===== src/rtl/block_dispatcher_if.sv =====
// Launch-side and MP-broadcast signals of the block dispatcher.
// The slave modport is the dispatcher; the master side is the scheduler/MP array.
interface block_dispatcher_if #(
    parameter int unsigned NUM_MPS      = 8,
    parameter int unsigned MPID_DEPTH   = $clog2(NUM_MPS),
    parameter int unsigned GRID_DIM     = 32,
    parameter int unsigned BLOCK_DIM    = 32,
    parameter int unsigned WARPID_DEPTH = 4,
    parameter int unsigned R_ADDR_WIDTH = 10
);
    logic                    launch;
    logic [GRID_DIM-1:0]     launch_gdim;
    logic [BLOCK_DIM-1:0]    launch_bdim;
    logic [WARPID_DEPTH-1:0] launch_warps;
    logic [R_ADDR_WIDTH-1:0] launch_regs;
    logic [NUM_MPS-1:0]      ready;
    logic                    busy;
    logic                    done;
    logic                    start;
    logic [MPID_DEPTH-1:0]   mpid;
    logic [GRID_DIM-1:0]     bidx;
    logic [GRID_DIM-1:0]     gdim;
    logic [BLOCK_DIM-1:0]    bdim;
    logic [WARPID_DEPTH-1:0] warp_o;
    logic [R_ADDR_WIDTH-1:0] reg_o;

    modport master (
        output launch, launch_gdim, launch_bdim, launch_warps, launch_regs, ready,
        input  busy, done, start, mpid, bidx, gdim, bdim, warp_o, reg_o
    );

    modport slave (
        input  launch, launch_gdim, launch_bdim, launch_warps, launch_regs, ready,
        output busy, done, start, mpid, bidx, gdim, bdim, warp_o, reg_o
    );
endinterface


===== src/rtl/block_dispatcher.sv =====
// Walks a launch grid in x-then-y-then-z order and issues each block to a
// ready MP chosen round-robin, broadcasting the launch parameters to all MPs.
module block_dispatcher #(
    parameter int unsigned NUM_MPS        = 8,
    parameter int unsigned MPID_DEPTH     = $clog2(NUM_MPS),
    parameter int unsigned GRID_DIM       = 32,
    parameter int unsigned GRID_DIM_WIDTH = 10,
    parameter int unsigned BLOCK_DIM      = 32,
    parameter int unsigned WARPID_DEPTH   = 4,
    parameter int unsigned R_ADDR_WIDTH   = 10
) (
    input logic               clk,
    input logic               rst,
    block_dispatcher_if.slave bus
);
    localparam int unsigned W = GRID_DIM_WIDTH;

    localparam logic [1:0] StIdle  = 2'd0;
    localparam logic [1:0] StIssue = 2'd1;
    localparam logic [1:0] StCool  = 2'd2;
    localparam logic [1:0] StDone  = 2'd3;

    logic [1:0]              state_q, state_d;
    logic [W-1:0]            x_q, x_d, y_q, y_d, z_q, z_d;
    logic [MPID_DEPTH-1:0]   rr_q, rr_d;
    logic                    start_q, start_d;
    logic                    done_q, done_d;
    logic                    busy_q, busy_d;
    logic [MPID_DEPTH-1:0]   mpid_q, mpid_d;
    logic [GRID_DIM-1:0]     bidx_q, bidx_d;
    logic [GRID_DIM-1:0]     gdim_q, gdim_d;
    logic [BLOCK_DIM-1:0]    bdim_q, bdim_d;
    logic [WARPID_DEPTH-1:0] warp_q, warp_d;
    logic [R_ADDR_WIDTH-1:0] reg_q, reg_d;

    logic [W-1:0]            gx, gy, gz;
    logic                    last_x, last_y, last_z;
    logic                    grant_found;
    logic [MPID_DEPTH-1:0]   grant;
    logic [31:0]             idx;

    assign gx = gdim_q[W-1:0];
    assign gy = gdim_q[2*W-1:W];
    assign gz = gdim_q[3*W-1:2*W];

    assign last_x = (x_q == gx - 1'b1);
    assign last_y = (y_q == gy - 1'b1);
    assign last_z = (z_q == gz - 1'b1);

    // First ready MP at or above rr_q, wrapping around the MP array.
    always_comb begin
        grant_found = 1'b0;
        grant       = '0;
        idx         = '0;
        for (int unsigned i = 0; i < NUM_MPS; i++) begin
            idx = (32'(rr_q) + i) % NUM_MPS;
            if (!grant_found && bus.ready[idx[MPID_DEPTH-1:0]]) begin
                grant_found = 1'b1;
                grant       = idx[MPID_DEPTH-1:0];
            end
        end
    end

    always_comb begin
        state_d = state_q;
        x_d     = x_q;
        y_d     = y_q;
        z_d     = z_q;
        rr_d    = rr_q;
        start_d = 1'b0;
        done_d  = 1'b0;
        mpid_d  = mpid_q;
        bidx_d  = bidx_q;
        gdim_d  = gdim_q;
        bdim_d  = bdim_q;
        warp_d  = warp_q;
        reg_d   = reg_q;

        unique case (state_q)
            StIdle: begin
                if (bus.launch) begin
                    gdim_d = bus.launch_gdim;
                    bdim_d = bus.launch_bdim;
                    warp_d = bus.launch_warps;
                    reg_d  = bus.launch_regs;
                    x_d    = '0;
                    y_d    = '0;
                    z_d    = '0;
                    if (bus.launch_gdim[W-1:0] == '0 || bus.launch_gdim[2*W-1:W] == '0 ||
                        bus.launch_gdim[3*W-1:2*W] == '0) begin
                        state_d = StDone;
                    end else begin
                        state_d = StIssue;
                    end
                end
            end
            StIssue: begin
                if (grant_found) begin
                    start_d                  = 1'b1;
                    mpid_d                   = grant;
                    bidx_d                   = '0;
                    bidx_d[3*W-1:0]          = {z_q, y_q, x_q};
                    rr_d = (32'(grant) == NUM_MPS - 1) ? '0 : grant + 1'b1;
                    if (last_x) begin
                        x_d = '0;
                        if (last_y) begin
                            y_d = '0;
                            z_d = z_q + 1'b1;
                        end else begin
                            y_d = y_q + 1'b1;
                        end
                    end else begin
                        x_d = x_q + 1'b1;
                    end
                    state_d = (last_x && last_y && last_z) ? StDone : StCool;
                end
            end
            // Gives the granted MP a cycle to drop ready before re-arbitration.
            StCool: state_d = StIssue;
            StDone: begin
                done_d  = 1'b1;
                state_d = StIdle;
            end
            default: state_d = StIdle;
        endcase

        // busy stays up through the cycle that shows the done pulse.
        busy_d = (state_d != StIdle) || (state_q == StDone);
    end

    always_ff @(posedge clk) begin
        if (!rst) begin
            state_q <= StIdle;
            x_q     <= '0;
            y_q     <= '0;
            z_q     <= '0;
            rr_q    <= '0;
            start_q <= 1'b0;
            done_q  <= 1'b0;
            busy_q  <= 1'b0;
            mpid_q  <= '0;
            bidx_q  <= '0;
            gdim_q  <= '0;
            bdim_q  <= '0;
            warp_q  <= '0;
            reg_q   <= '0;
        end else begin
            state_q <= state_d;
            x_q     <= x_d;
            y_q     <= y_d;
            z_q     <= z_d;
            rr_q    <= rr_d;
            start_q <= start_d;
            done_q  <= done_d;
            busy_q  <= busy_d;
            mpid_q  <= mpid_d;
            bidx_q  <= bidx_d;
            gdim_q  <= gdim_d;
            bdim_q  <= bdim_d;
            warp_q  <= warp_d;
            reg_q   <= reg_d;
        end
    end

    assign bus.start  = start_q;
    assign bus.done   = done_q;
    assign bus.busy   = busy_q;
    assign bus.mpid   = mpid_q;
    assign bus.bidx   = bidx_q;
    assign bus.gdim   = gdim_q;
    assign bus.bdim   = bdim_q;
    assign bus.warp_o = warp_q;
    assign bus.reg_o  = reg_q;
endmodule


===== src/flat_wrapper.sv =====
// flat-port wrapper written by rule: the top's interface ports become plain ports
module block_dispatcher_flat 
#(
    parameter int unsigned NUM_MPS        = 8,
    parameter int unsigned MPID_DEPTH     = $clog2(NUM_MPS),
    parameter int unsigned GRID_DIM       = 32,
    parameter int unsigned GRID_DIM_WIDTH = 10,
    parameter int unsigned BLOCK_DIM      = 32,
    parameter int unsigned WARPID_DEPTH   = 4,
    parameter int unsigned R_ADDR_WIDTH   = 10
)
  (clk, rst, bus_launch, bus_launch_gdim, bus_launch_bdim, bus_launch_warps, bus_launch_regs, bus_ready, bus_busy, bus_done, bus_start, bus_mpid, bus_bidx, bus_gdim, bus_bdim, bus_warp_o, bus_reg_o);
  block_dispatcher_if #(.NUM_MPS(NUM_MPS), .MPID_DEPTH(MPID_DEPTH), .GRID_DIM(GRID_DIM), .BLOCK_DIM(BLOCK_DIM), .WARPID_DEPTH(WARPID_DEPTH), .R_ADDR_WIDTH(R_ADDR_WIDTH)) bus_i ();
  input logic clk;
  input logic rst;
  input wire logic [$bits(bus_i.launch)-1:0] bus_launch;
  input wire logic [$bits(bus_i.launch_gdim)-1:0] bus_launch_gdim;
  input wire logic [$bits(bus_i.launch_bdim)-1:0] bus_launch_bdim;
  input wire logic [$bits(bus_i.launch_warps)-1:0] bus_launch_warps;
  input wire logic [$bits(bus_i.launch_regs)-1:0] bus_launch_regs;
  input wire logic [$bits(bus_i.ready)-1:0] bus_ready;
  output wire logic [$bits(bus_i.busy)-1:0] bus_busy;
  output wire logic [$bits(bus_i.done)-1:0] bus_done;
  output wire logic [$bits(bus_i.start)-1:0] bus_start;
  output wire logic [$bits(bus_i.mpid)-1:0] bus_mpid;
  output wire logic [$bits(bus_i.bidx)-1:0] bus_bidx;
  output wire logic [$bits(bus_i.gdim)-1:0] bus_gdim;
  output wire logic [$bits(bus_i.bdim)-1:0] bus_bdim;
  output wire logic [$bits(bus_i.warp_o)-1:0] bus_warp_o;
  output wire logic [$bits(bus_i.reg_o)-1:0] bus_reg_o;
  assign bus_i.launch = bus_launch;
  assign bus_i.launch_gdim = bus_launch_gdim;
  assign bus_i.launch_bdim = bus_launch_bdim;
  assign bus_i.launch_warps = bus_launch_warps;
  assign bus_i.launch_regs = bus_launch_regs;
  assign bus_i.ready = bus_ready;
  assign bus_busy = bus_i.busy;
  assign bus_done = bus_i.done;
  assign bus_start = bus_i.start;
  assign bus_mpid = bus_i.mpid;
  assign bus_bidx = bus_i.bidx;
  assign bus_gdim = bus_i.gdim;
  assign bus_bdim = bus_i.bdim;
  assign bus_warp_o = bus_i.warp_o;
  assign bus_reg_o = bus_i.reg_o;
  block_dispatcher #(.NUM_MPS(NUM_MPS), .MPID_DEPTH(MPID_DEPTH), .GRID_DIM(GRID_DIM), .GRID_DIM_WIDTH(GRID_DIM_WIDTH), .BLOCK_DIM(BLOCK_DIM), .WARPID_DEPTH(WARPID_DEPTH), .R_ADDR_WIDTH(R_ADDR_WIDTH)) u_core (.clk(clk), .rst(rst), .bus(bus_i));
endmodule

===== config.mk =====
export PLATFORM = sky130hd
export DESIGN_NAME = block_dispatcher_flat
export DESIGN_NICKNAME = d
export VERILOG_FILES = /design/src/rtl/block_dispatcher_if.sv /design/src/rtl/block_dispatcher.sv /design/src/flat_wrapper.sv
export SDC_FILE = /design/constraint.sdc
export NUM_CORES = 1
export LEC_CHECK = 0
export CAP_MARGIN = 20
export CORE_MARGIN = 2
export CORE_UTILIZATION = 35
export CTS_CLUSTER_DIAMETER = 40
export CTS_CLUSTER_SIZE = 10
export DETAILED_ROUTE_END_ITERATION = 8
export REMOVE_ABC_BUFFERS = 1
export SYNTH_ARGS = -nofsm -noshare
export SYNTH_HDL_FRONTEND = slang
export SYNTH_SLANG_ARGS = --single-unit

===== constraint.sdc =====
create_clock -name clk -period 5 [get_ports clk]
set_clock_uncertainty 0.1 [all_clocks]
set_input_delay 0.5 -clock clk [delete_from_list [all_inputs] [get_ports clk]]
set_output_delay 0.5 -clock clk [all_outputs]
set_load 0.02 [all_outputs]

After elaboration in Yosys (flattened, before gate mapping). Index checks and enable logic that the tools add are counted.

Bits in registers: 149. Bits of input ports: 89. Word-level logic and storage cells: 130.

Add/subtract/negate cells: 14. Order comparisons: 8. Equality and inequality tests: 11. Mux-type cells: 52. Reductions and logical operators: 31.

Operator list (count): $mux W10 (9); $pmux W10 S2 (3); $lt A3 B4 Y1 const B (8); $add A10 B1 Y10 const B (3); $eq A10 B10 Y1 (3); $logic_not A10 Y1 (3); $sub A10 B1 Y10 const B (3); $mux W3 (9); $bmux W1 S3 (8); $mux W1 (19); $add A3 B3 Y3 const B (4); $logic_and A1 B1 Y1 (9); $pmux W2 S4 (1); $logic_not A1 Y1 (7); $add A3 B1 Y3 const B (2); $add A3 B2 Y3 const B (2); $mux W2 (3); $ne A2 B1 Y1 const B (3); $reduce_and A2 Y1 (3); $reduce_and A5 Y1 (1); $eq A2 B2 Y1 const B (2); $reduce_and A4 Y1 (1); $reduce_bool A2 Y1 (2); $eq A3 B3 Y1 const B (1); other kinds (5) (7).

Longest topological paths before layout.
Word-level depth: 28. Depth in mapped cells: 16.

Least setup slack after synthesis. OpenSTA, ideal clock, no wires.

Path type: reg-to-reg. From: reg u_core.rr_q[0]. To: reg u_core.rr_q[1]. Library setup time: 0.070 ns. Arrival time: 3.526 ns. Data required time: 4.830 ns. Slack: 1.304 ns. Stages on the path, launching flop included: 16. Period minus slack after synthesis: 3.696 ns. Cell sequence: dfxtp_1 > buf_4 > inv_1 > ha_1 > buf_2 > mux4_2 > mux2_2 > o32ai_1 > nand2_1 > o32a_1 > a21oi_1 > inv_1 > ha_1 > ha_1 > nand3b_1 > a21oi_1.

Longest elaborated chain between the ends: 26.

RTL lines: start, declared (line block_dispatcher.sv:25) `logic [MPID_DEPTH-1:0] rr_q, rr_d;`; start signal, assigned (line block_dispatcher.sv:152) `rr_q <= rr_d;`; branches (longest 23 deep; another with $add A3 B1 Y3); $mux W3 * (line block_dispatcher.sv:57) `if (!grant_found && bus.ready[idx[MPID_DEPTH-1:0]]) begin`; via u_core.grant[1] (line block_dispatcher.sv:39) `logic [MPID_DEPTH-1:0] grant;`; $add A3 B1 Y3 or $eq A3 B3 Y1 (tied branches) (line block_dispatcher.sv:103) `rr_d = (32'(grant) == NUM_MPS - 1) ? '0 : grant + 1'b1;`; $mux W3 * (line block_dispatcher.sv:103).

Mark *: on every way through the listed nets, which the timed path passes. The select of a mux whose other input is x is not followed. A chain may end at the register's enable or synchronous reset.

Worst setup path after layout.
From: reg u_core.rr_q[1]. To: reg u_core.rr_q[1].

Same word-level chain as after synthesis.

==> flow_metrics.py <==
metrics = {
    "floorplanning": {
        "start_util": 0.355,
        "io_pins": 205,
        "die-area_um2": 23200,
        "die_x_um": 152,
        "core_area_um2": 21700,
        "die_h_um": 152,
        "rows": 54,
    },
    "worst_setup_path": {
        "worstSetupStartpointType": "flop",
        "reg2reg_depth": 14,
        "crit_path_end_kind": "flop",
        "reg2reg_to": "u_core.rr_q[1]",
        "r2r_setup_slack_ns": 1.03,
        "cp_max_fo": 13,
        "path_class": "flop to flop",
        "reg2reg_from": "u_core.rr_q[1]",
        "critPathArrivalTime_ns": 4.21,
        "worstPathRequired_ns": 5.25,
    },
    "hold_path": {
        "whs_endpoint": "u_core.bus.bidx[23]",
        "hp-start": "u_core.bus.bidx[23]",
        "min-delay-path-class": "flop to flop",
        "min_path_cells": 2,
    },
    "placed_design": {
        "portBuffers": 202,
        "dpl.hpwl_um": 16400,
        "gp_congestion": 0.860,
    },
    "pwr": {
        "power_frac_comb": 0.303,
        "power.net_switching_mw": 1.25,
        "power.density_nw_per_um2": 365,
        "p_seq_frac": 0.342,
        "p_clk_frac": 0.355,
        "leakagePower_nw": 3.63,
        "p_int_mw": 2.58,
        "switching_share": 0.326,
        "p_total_mw": 3.83,
        "irDropWorstVdd_mv": 0.272,
    },
    "clock_tree": {
        "path_clk_slew_ns": 0.06,
        "cts_setup_buffers": 0,
        "clock_latency_ns": 0.43,
        "cts_buffer_depth": 2,
        "cts_tree": "built",
        "cts_root_buf": "clkbuf_16",
        "hold_buffers": 0,
        "cts.sinks": 149,
        "cts-buffers-inserted": 17,
        "htree_num_levels": 4,
        "cts_resized": 0,
    },
    "yosys": {
        "synth_cell_types": 70,
        "synth.avg_cell_area_um2": 7.87,
        "yosysWarnings": 0,
        "synth_commonest_cells": "nand2_1, dfxtp_1, a21oi_1, clkbuf_1, xnor2_1",
        "synth-main-ff-cell": "dfxtp_1",
        "synthTopCellsByArea": "dfxtp_1, nand2_1, a21oi_1",
        "ys_ff_latch": 149,
        "synthCells": 978,
        "async_flop_share": 0,
        "ys_seq_area_frac": 0.387,
        "synth.top_cell.area_share": 0.387,
        "synth_most_common_cell": "nand2_1",
        "yosysTopAreaCell": "dfxtp_1",
        "syn-cell-area_um2": 7700,
        "synth_edf_count": 0,
    },
    "timing": {
        "maxSlewViolCount": 0,
        "worst_pin_slew_ns": 1.08,
        "fin_crit_ns": 3.97,
        "hold_violations": 0,
        "max_freq_mhz": 252,
        "finalSetupViolations": 0,
        "finalSetupTns_ns": 0,
        "fin_crit_sh": 0.793,
        "max_slew_margin": 0.280,
        "rsz0062_at_grt": "no",
    },
    "finish": {
        "antenna_cells": 0,
        "final_nets": 1242,
        "nFillCells": 2111,
        "syn2layout_area_growth_pct": 36.2,
        "drive_gt1_frac": 0.0753,
    },
    "grt": {
        "grt_util_all_layers": 0.199,
        "grt_max_degree": 81,
        "grt_antenna_before_repair": 0,
        "grt_pass1_vias": 7260,
        "grt_overflow_total": 0,
        "grt_pass1_wl_um": 38000,
    },
    "detailed_routing": {
        "wirelength_um": 23100,
        "drtAntennaViolNets": 0,
        "drt_iter0_drc": 435,
        "dr.pass1.iters": 5,
        "drcViolationCount": 0,
        "routedWlPerCell_um": 16.1,
        "avgViaCountPerCell": 5.14,
        "vias": 7388,
    },
    "status": {
        "status": "completed",
    },
    "flow_run": {
        "drv_cap": 0,
    },
}
power by group through the flow:
stage               clock [mW]  sequential, mW  combinational, mW
CTS                       1.38            1.31               1.16
floorplan                    0            1.40              0.707
finish                    1.36            1.31               1.16
detailed placement           0            1.34               1.15
global route              1.43            1.32               1.28
global placement             0            1.33               1.15
flip-flops by register name (all words and copies together), names as in the netlist:
signal             flops
u_core.bus.done        1
u_core.bus.gdim       32
u_core.bus.reg_o      10
u_core.bus.mpid        3
u_core.z_q            10
u_core.bus.warp_o      4
u_core.rr_q            3
u_core.bus.start       1
u_core.x_q            10
u_core.y_q            10
u_core.bus.bidx       30
u_core.bus.busy        1
u_core.bus.bdim       32
u_core.state_q         2
per-stage QoR:
stage                     utilization  instances  area (µm²)  setup slack (ns)  hold WS, ns
after floorplan                     -        910        7390             0.635        0.366
after global placement          0.454       1403        9860              1.12        0.341
after detailed placement        0.454       1403        9860              1.05        0.346
after CTS                       0.483       1435       10500              1.03        0.355
after global routing            0.484       1436       10500             0.769        0.371
final                           0.484       1436       10500              1.03        0.351
worst max-delay path by stage:
stage / cells after the start / end / start / slack [ns]
2_1_floorplan: 9 / u_core.x_q[7] / u_core.rr_q[0] / 0.64
3_3_place_gp: 14 / u_core.rr_q[1] / u_core.rr_q[1] / 1.12
3_5_place_dp: 14 / u_core.rr_q[1] / u_core.rr_q[1] / 1.05
4_1_cts: 14 / u_core.rr_q[1] / u_core.rr_q[1] / 1.03
5_1_grt: 14 / u_core.rr_q[1] / u_core.rr_q[1] / 0.77
6_report: 14 / u_core.rr_q[1] / u_core.rr_q[1] / 1.03
final cells by class:
cell class / instances / area [µm²] / share of cell area
multi-input cells: 739 / 4330 / 0.413
repair buffers: 214 / 2120 / 0.202
well taps: 280 / 350 / 0.0334
flip-flops and latches: 149 / 2980 / 0.284
clock buffers: 19 / 453 / 0.0432
clock inverters: 13 / 168 / 0.0160
inverters: 22 / 85.1 / 0.00811
cells in the final DEF, fill, tap and decap left out, types with 15 or more instances in the layout:
cell type,n
a21oi_1,129
a31oi_1,15
clkbuf_16,17
clkdlybuf4s50_1,202
dfxtp_1,149
inv_1,21
mux2i_1,19
nand2_1,271
nand3_1,23
nor2_1,28
o21ai_0,17
or3_1,18
xnor2_1,29
cells by family after synthesis:
| kind of cell | Yosys count | share of synthesized area |
|---|---|---|
| other | 1 | 0.000487 |
| AND/OR/NAND/NOR | 434 | 0.264 |
| buffers and inverters | 91 | 0.0517 |
| AO/OA/AOI/OAI | 214 | 0.164 |
| flip-flops | 149 | 0.387 |
| adder cells (fa/ha/maj) | 10 | 0.0163 |
| multiplexers | 38 | 0.0686 |
| XOR/XNOR | 41 | 0.0476 |
per-layer routing:
metal	vias up	track usage	share of wire
li1	3730	-	-
met1	3431	0.242	0.44
met5	-	0	0
met2	203	0.322	0.45
met3	24	0.0845	0.091
met4	0	0.0561	0.013
worst max-delay path: stages, from the launching register on:
cell and delay (ns):
dfxtp_1 0.30, buf_4 0.20, inv_1 0.06, ha_1 0.62, mux4_2 0.58, mux2_2 0.29
o32ai_1 0.49, nand2_1 0.15, o32a_1 0.18, a21oi_1 0.17, inv_1 0.07, ha_1 0.18
ha_1 0.18, nand3b_1 0.16, a21oi_1 0.15
Power figures use the tool's default switching activity.
